--- src/rtl/action_selector_pkg.sv ---
`default_nettype none
// ============================================================================
//  Module      : action_selector_pkg
//  Description : Shared types and constants for the action selector: FSM
//                state encoding, action count and LFSR seed/tap constants.
//  Revision    : 1.0 - initial release
// ============================================================================
package action_selector_pkg;

    typedef enum logic [1:0] {
        ST_IDLE   = 2'd0,
        ST_SCAN   = 2'd1,
        ST_DECIDE = 2'd2
    } state_t;

    localparam int          N_ACTIONS         = 16;
    localparam int          IDX_W             = 4;
    localparam logic [15:0] LFSR_SEED_DEFAULT = 16'hACE1;
    // Taps 16,14,13,11 expressed as zero-based bit positions 15,13,12,10
    localparam logic [15:0] LFSR_TAPS         = 16'hB400;

    // One Fibonacci step: shift left, feedback is the XOR of the tapped bits
    function automatic logic [15:0] lfsr_step(input logic [15:0] s);
        return {s[14:0], ^(s & LFSR_TAPS)};
    endfunction

endpackage
`default_nettype wire

--- src/rtl/action_selector_lfsr16.sv ---
`default_nettype none
// ============================================================================
//  Module      : lfsr16
//  Description : 16-bit Fibonacci LFSR (taps 16,14,13,11) that advances on
//                every clock out of reset. Supplies the exploration coin
//                and the random action index.
//  Revision    : 1.0 - initial release
// ============================================================================
module lfsr16
    import action_selector_pkg::*;
#(
    parameter logic [15:0] SEED = LFSR_SEED_DEFAULT
) (
    input  logic        clk,
    input  logic        rst,
    output logic [15:0] lfsr
);

    logic [15:0] r_lfsr;

    // Free-running shift register, reloaded with the seed on reset
    always_ff @(posedge clk or posedge rst) begin
        if (rst) begin
            r_lfsr <= SEED;
        end else begin
            r_lfsr <= lfsr_step(r_lfsr);
        end
    end

    assign lfsr = r_lfsr;

endmodule
`default_nettype wire

--- src/rtl/action_selector.sv ---
`default_nettype none
// ============================================================================
//  Module      : action_selector
//  Description : Streams 16 signed Q-values, tracks the arg-max (lowest index
//                wins ties) and emits the selected action with a done pulse.
//                With EPSILON_GREEDY_EN defined, an LFSR-driven epsilon-greedy
//                choice may replace the greedy index with a random one.
//  Revision    : 1.0 - initial release
// ============================================================================
module action_selector
    import action_selector_pkg::*;
#(
    parameter int          Q_W       = 16,
    parameter logic [15:0] LFSR_SEED = LFSR_SEED_DEFAULT
) (
    input  logic                  clk,
    input  logic                  rst,
    input  logic                  start,
    input  logic                  q_valid,
    input  logic signed [Q_W-1:0] q_in,
    input  logic [7:0]            epsilon,
    output logic                  busy,
    output logic [IDX_W-1:0]      at,
    output logic                  done,
    output logic                  explore
);

    localparam logic [IDX_W-1:0] c_last_beat = IDX_W'(N_ACTIONS - 1);

    state_t                  r_state;
    state_t                  w_state_nxt;
    logic [IDX_W-1:0]        r_cnt;
    logic signed [Q_W-1:0]   r_best;
    logic [IDX_W-1:0]        r_best_idx;
    logic [IDX_W-1:0]        r_at;
    logic                    r_explore;
    logic                    r_done;
    logic                    w_beat;
    logic                    w_last_beat;
    logic [IDX_W-1:0]        w_sel_at;
    logic                    w_sel_explore;

    assign w_beat      = (r_state == ST_SCAN) && q_valid;
    assign w_last_beat = w_beat && (r_cnt == c_last_beat);

`ifdef EPSILON_GREEDY_EN
    logic [15:0] w_lfsr;

    lfsr16 #(
        .SEED (LFSR_SEED)
    ) u_lfsr (
        .clk  (clk),
        .rst  (rst),
        .lfsr (w_lfsr)
    );

    // Explore when the low LFSR byte falls under the threshold
    assign w_sel_explore = (w_lfsr[7:0] < epsilon);
    assign w_sel_at      = w_sel_explore ? w_lfsr[11:8] : r_best_idx;
`else
    logic w_unused_epsilon;

    assign w_unused_epsilon = ^epsilon;
    assign w_sel_explore    = 1'b0;
    assign w_sel_at         = r_best_idx;
`endif

    // State register
    always_ff @(posedge clk or posedge rst) begin
        if (rst) begin
            r_state <= ST_IDLE;
        end else begin
            r_state <= w_state_nxt;
        end
    end

    // Next-state logic: start only matters in IDLE, the scan ends on the 16th beat
    always_comb begin
        w_state_nxt = r_state;
        case (r_state)
            ST_IDLE:   if (start) w_state_nxt = ST_SCAN;
            ST_SCAN:   if (w_last_beat) w_state_nxt = ST_DECIDE;
            ST_DECIDE: w_state_nxt = ST_IDLE;
            default:   w_state_nxt = ST_IDLE;
        endcase
    end

    // Scan datapath: beat counter, running maximum and the registered decision
    always_ff @(posedge clk or posedge rst) begin
        if (rst) begin
            r_cnt      <= '0;
            r_best     <= '0;
            r_best_idx <= '0;
            r_at       <= '0;
            r_explore  <= 1'b0;
            r_done     <= 1'b0;
        end else begin
            r_done <= 1'b0;
            case (r_state)
                ST_IDLE: begin
                    if (start) begin
                        r_cnt      <= '0;
                        r_best     <= '0;
                        r_best_idx <= '0;
                    end
                end
                ST_SCAN: begin
                    if (w_beat) begin
                        // Hold at the terminal count instead of wrapping
                        if (r_cnt != c_last_beat) begin
                            r_cnt <= r_cnt + 1'b1;
                        end
                        // Strict compare keeps the earlier index on ties
                        if ((r_cnt == '0) || (q_in > r_best)) begin
                            r_best     <= q_in;
                            r_best_idx <= r_cnt;
                        end
                    end
                end
                ST_DECIDE: begin
                    r_at      <= w_sel_at;
                    r_explore <= w_sel_explore;
                    r_done    <= 1'b1;
                end
                default: ;
            endcase
        end
    end

    assign busy    = (r_state != ST_IDLE);
    assign at      = r_at;
    assign done    = r_done;
    assign explore = r_explore;

endmodule
`default_nettype wire

--- config.mk ---
export PLATFORM = sky130hd
export DESIGN_NAME = action_selector
export DESIGN_NICKNAME = d
export VERILOG_FILES = /design/src/rtl/action_selector_pkg.sv /design/src/rtl/action_selector_lfsr16.sv /design/src/rtl/action_selector.sv
export SDC_FILE = /design/constraint.sdc
export NUM_CORES = 1
export LEC_CHECK = 0
export CAP_MARGIN = 30
export CORE_ASPECT_RATIO = 2
export CORE_MARGIN = 4
export CORE_UTILIZATION = 40
export CTS_CLUSTER_DIAMETER = 200
export DETAILED_ROUTE_END_ITERATION = 10
export PLACE_DENSITY = 0.75
export SETUP_SLACK_MARGIN = 0.2
export SYNTH_ARGS = -nofsm -noshare
export SYNTH_HDL_FRONTEND = slang
export SYNTH_SLANG_ARGS = --single-unit
--- constraint.sdc ---
create_clock -name clk -period 5 [get_ports clk]
set_input_delay 1 -clock clk [delete_from_list [all_inputs] [get_ports clk]]
set_output_delay 1 -clock clk [all_outputs]
set_load 0.05 [all_outputs]
==> metrics.txt <==
highest clock rate between 200 and 300 MHz; Pwr Density between 500 and 600 nW/um2; Layout Nets 251; RSZ-0062 raised after global routing false; synthesis warning total 0; switching power total 0.408 mW; Crit Path Category in -> reg; Mapped Area 1780 um2; final setup fails 0; top cells by area, synth dfrtp_1, ha_1, mux2i_1, nand2_1, inv_1; H-tree lvl count 2; Port Buffers 25; Switching Fraction 0.356; Min-Delay Path Class reg -> reg; first-pass GRT wire length approximately 5700 um; clock buffer depth 2; Num CTS Buffers 5; Leakage between 1 and 1.5 nW; Vias/cell 4.98; Worst-Margin Slew 0.661 ns; Slew Limit Fails 0; TritonCTS clock tree done; total power approximately 1.1 mW; Worst Path Arrival 3.62 ns; Setup TNS Final 0 ns; Comb pwr share 0.434; clock root cell clkbuf_8; clock share of power 0.222; Post-synth EDFFs 0; full die area 5650 um2; vias in the first global route approximately 1.4k; row count 34; floorplan die height 102 um; sequential fraction of design power 0.344; period utilization 0.692; asr flop ratio synth 1.00; slew margin rel. 0.548; synth unique cells 34; hold buffer count at cts 0; Synth Flop Type dfrtp_1; Max-Cap Viols 0; proportion of layout cells with a drive suffix above 1 0.0874; Worst setup EP type flop; syn nets 222; grt total ovfl 0; initial core utilization 0.411; wire per inst between 10 and 15 um; outcome finished clean; Core ar. ~4300 um2; io pins 35; Yosys top cell by area dfrtp_1; worst-path fanout max 10; Worst-Skew Late Latency 0.28 ns; Synth Area per Inst 10.1 um2; CP startpoint kind input port; vias between 1k and 1.5k; clock skew between 0.004 and 0.005 ns; peak supply drop 0.233 mV; Yosys top cell area share 0.435; Antenna Nets Post-Route 0; post-CTS sizing 0; # diodes 0; Starting DRT DRC Count 19; Pint 0.738 mW; clock sinks 31; post-synthesis register bit count 31; area grow syn2layout 23.5%; DRT Wirelength ~3400 um; DRC Markers 0; reg2reg setup slack 2.25 ns; Chip Width 55.2 um; initial antenna violation count 0; router iterations before antenna repair 4; Tot GR Track Use 0.141; post-DP HPWL 2630 um; Final Hold Fails 0; Worst-path clk slew 0.07 ns; pin count of the biggest net entering global routing 32; gpl congestion 0.750; Min Clock Period, post-route 3.46 ns; Worst EP required 5.16 ns; post-synthesis sequential area ratio 0.435; postcts setup bufs 0; Mapped Cells 176
## layout by cell type, fill, tap and decap left out, types with 2 or more instances in the layout
cell / netlist / layout
dfrtp_1: 31 / 31
nand2_1: 27 / 27
clkdlybuf4s50_1: 0 / 25
inv_1: 24 / 24
mux2i_1: 21 / 21
ha_1: 18 / 18
a21oi_1: 6 / 6
clkbuf_8: 0 / 6
nand4_1: 5 / 5
o21ai_0: 5 / 5
mux2_2: 4 / 4
buf_4: 1 / 4
nor2b_1: 3 / 3
nor2_1: 3 / 3
nand3_1: 3 / 3
a211oi_1: 2 / 2
## synth_stat cells (all sizes together), types with 2 or more instances
library cell,n
nand3,3
a21oi,6
mux2,4
inv,24
clkbuf,4
nand4,5
o21ai,5
nor2b,3
a211oi,2
mux2i,21
dfrtp,31
nor2,3
buf,3
nand2,27
ha,18
## stage by stage
stage | instance area, um2 | util | hold slack [ns] | setup WS (ns) | cells
after floorplan | 1780 | - | 0.479 | 2.27 | 176
after global placement | 2080 | 0.478 | 0.492 | 1.23 | 251
after detailed placement | 2080 | 0.480 | 0.493 | 1.18 | 252
after CTS | 2200 | 0.507 | 0.510 | 1.50 | 260
after global routing | 2200 | 0.507 | 0.540 | 1.26 | 260
final | 2200 | 0.507 | 0.509 | 1.54 | 260
## kinds of logic after synthesis
family | synth area share
and+or+nand+nor | 0.117
DFF | 0.435
buffers and inverters | 0.0808
muxes | 0.143
AOI/OAI and AO/OA | 0.0906
adders and majority gates | 0.126
other | 0.00210
xor gates and xnor gates | 0.00492
## area by class of cell
type	count	area [um2]
multi-input combinational	114	870
tap	54	67.6
clock buffer	6	82.6
clock inverter	2	35.0
sequential	31	776
timing repair buffer	29	280
fill	421	2140
inverter	24	90.1
## worst max-delay path, cell delays in order
cell	delay [ns]
clkdlybuf4s50_1	0.44
ha_1	0.32
a21o_1	0.18
a2111oi_0	0.63
a41oi_2	0.54
buf_4	0.36
mux2i_1	0.14
## layer usage
metal	part of all wire	wire length (um)	track usage
met5	0	0	0
met4	0.027	92	0.0787
met3	0.031	106	0.0277
met2	0.55	1860	0.254
met1	0.39	1310	0.143
## path summary, 6_finish.rpt
path | from | endpoint | cells past startpoint
worst max-delay path | q_in[13] | r_best_idx[0] | 7
worst min-delay path | r_best_idx[0] | at[0] | 1
worst max register to register | r_cnt[0] | r_best_idx[0] | 8
worst min register to register | r_best_idx[0] | at[0] | 1
max in group asynchronous | rst | r_best[10] | 3
min in group asynchronous | rst | r_best[3] | 3
## registers in the layout, summed over array words and instances (netlist names)
register,cells
at,4
r_cnt,4
r_state,2
done,1
r_best_idx,4
r_best,16
## power by group through the flow
| stage | logic (mW) | registers, mW | clock network (mW) |
|---|---|---|---|
| finish | 0.497 | 0.394 | 0.255 |
| global route | 0.573 | 0.405 | 0.273 |
| global placement | 0.489 | 0.397 | 0 |
| floorplan | 0.412 | 0.390 | 0 |
| detailed placement | 0.507 | 0.400 | 0 |
| CTS | 0.509 | 0.395 | 0.262 |
Power figures use the tool's default switching activity.
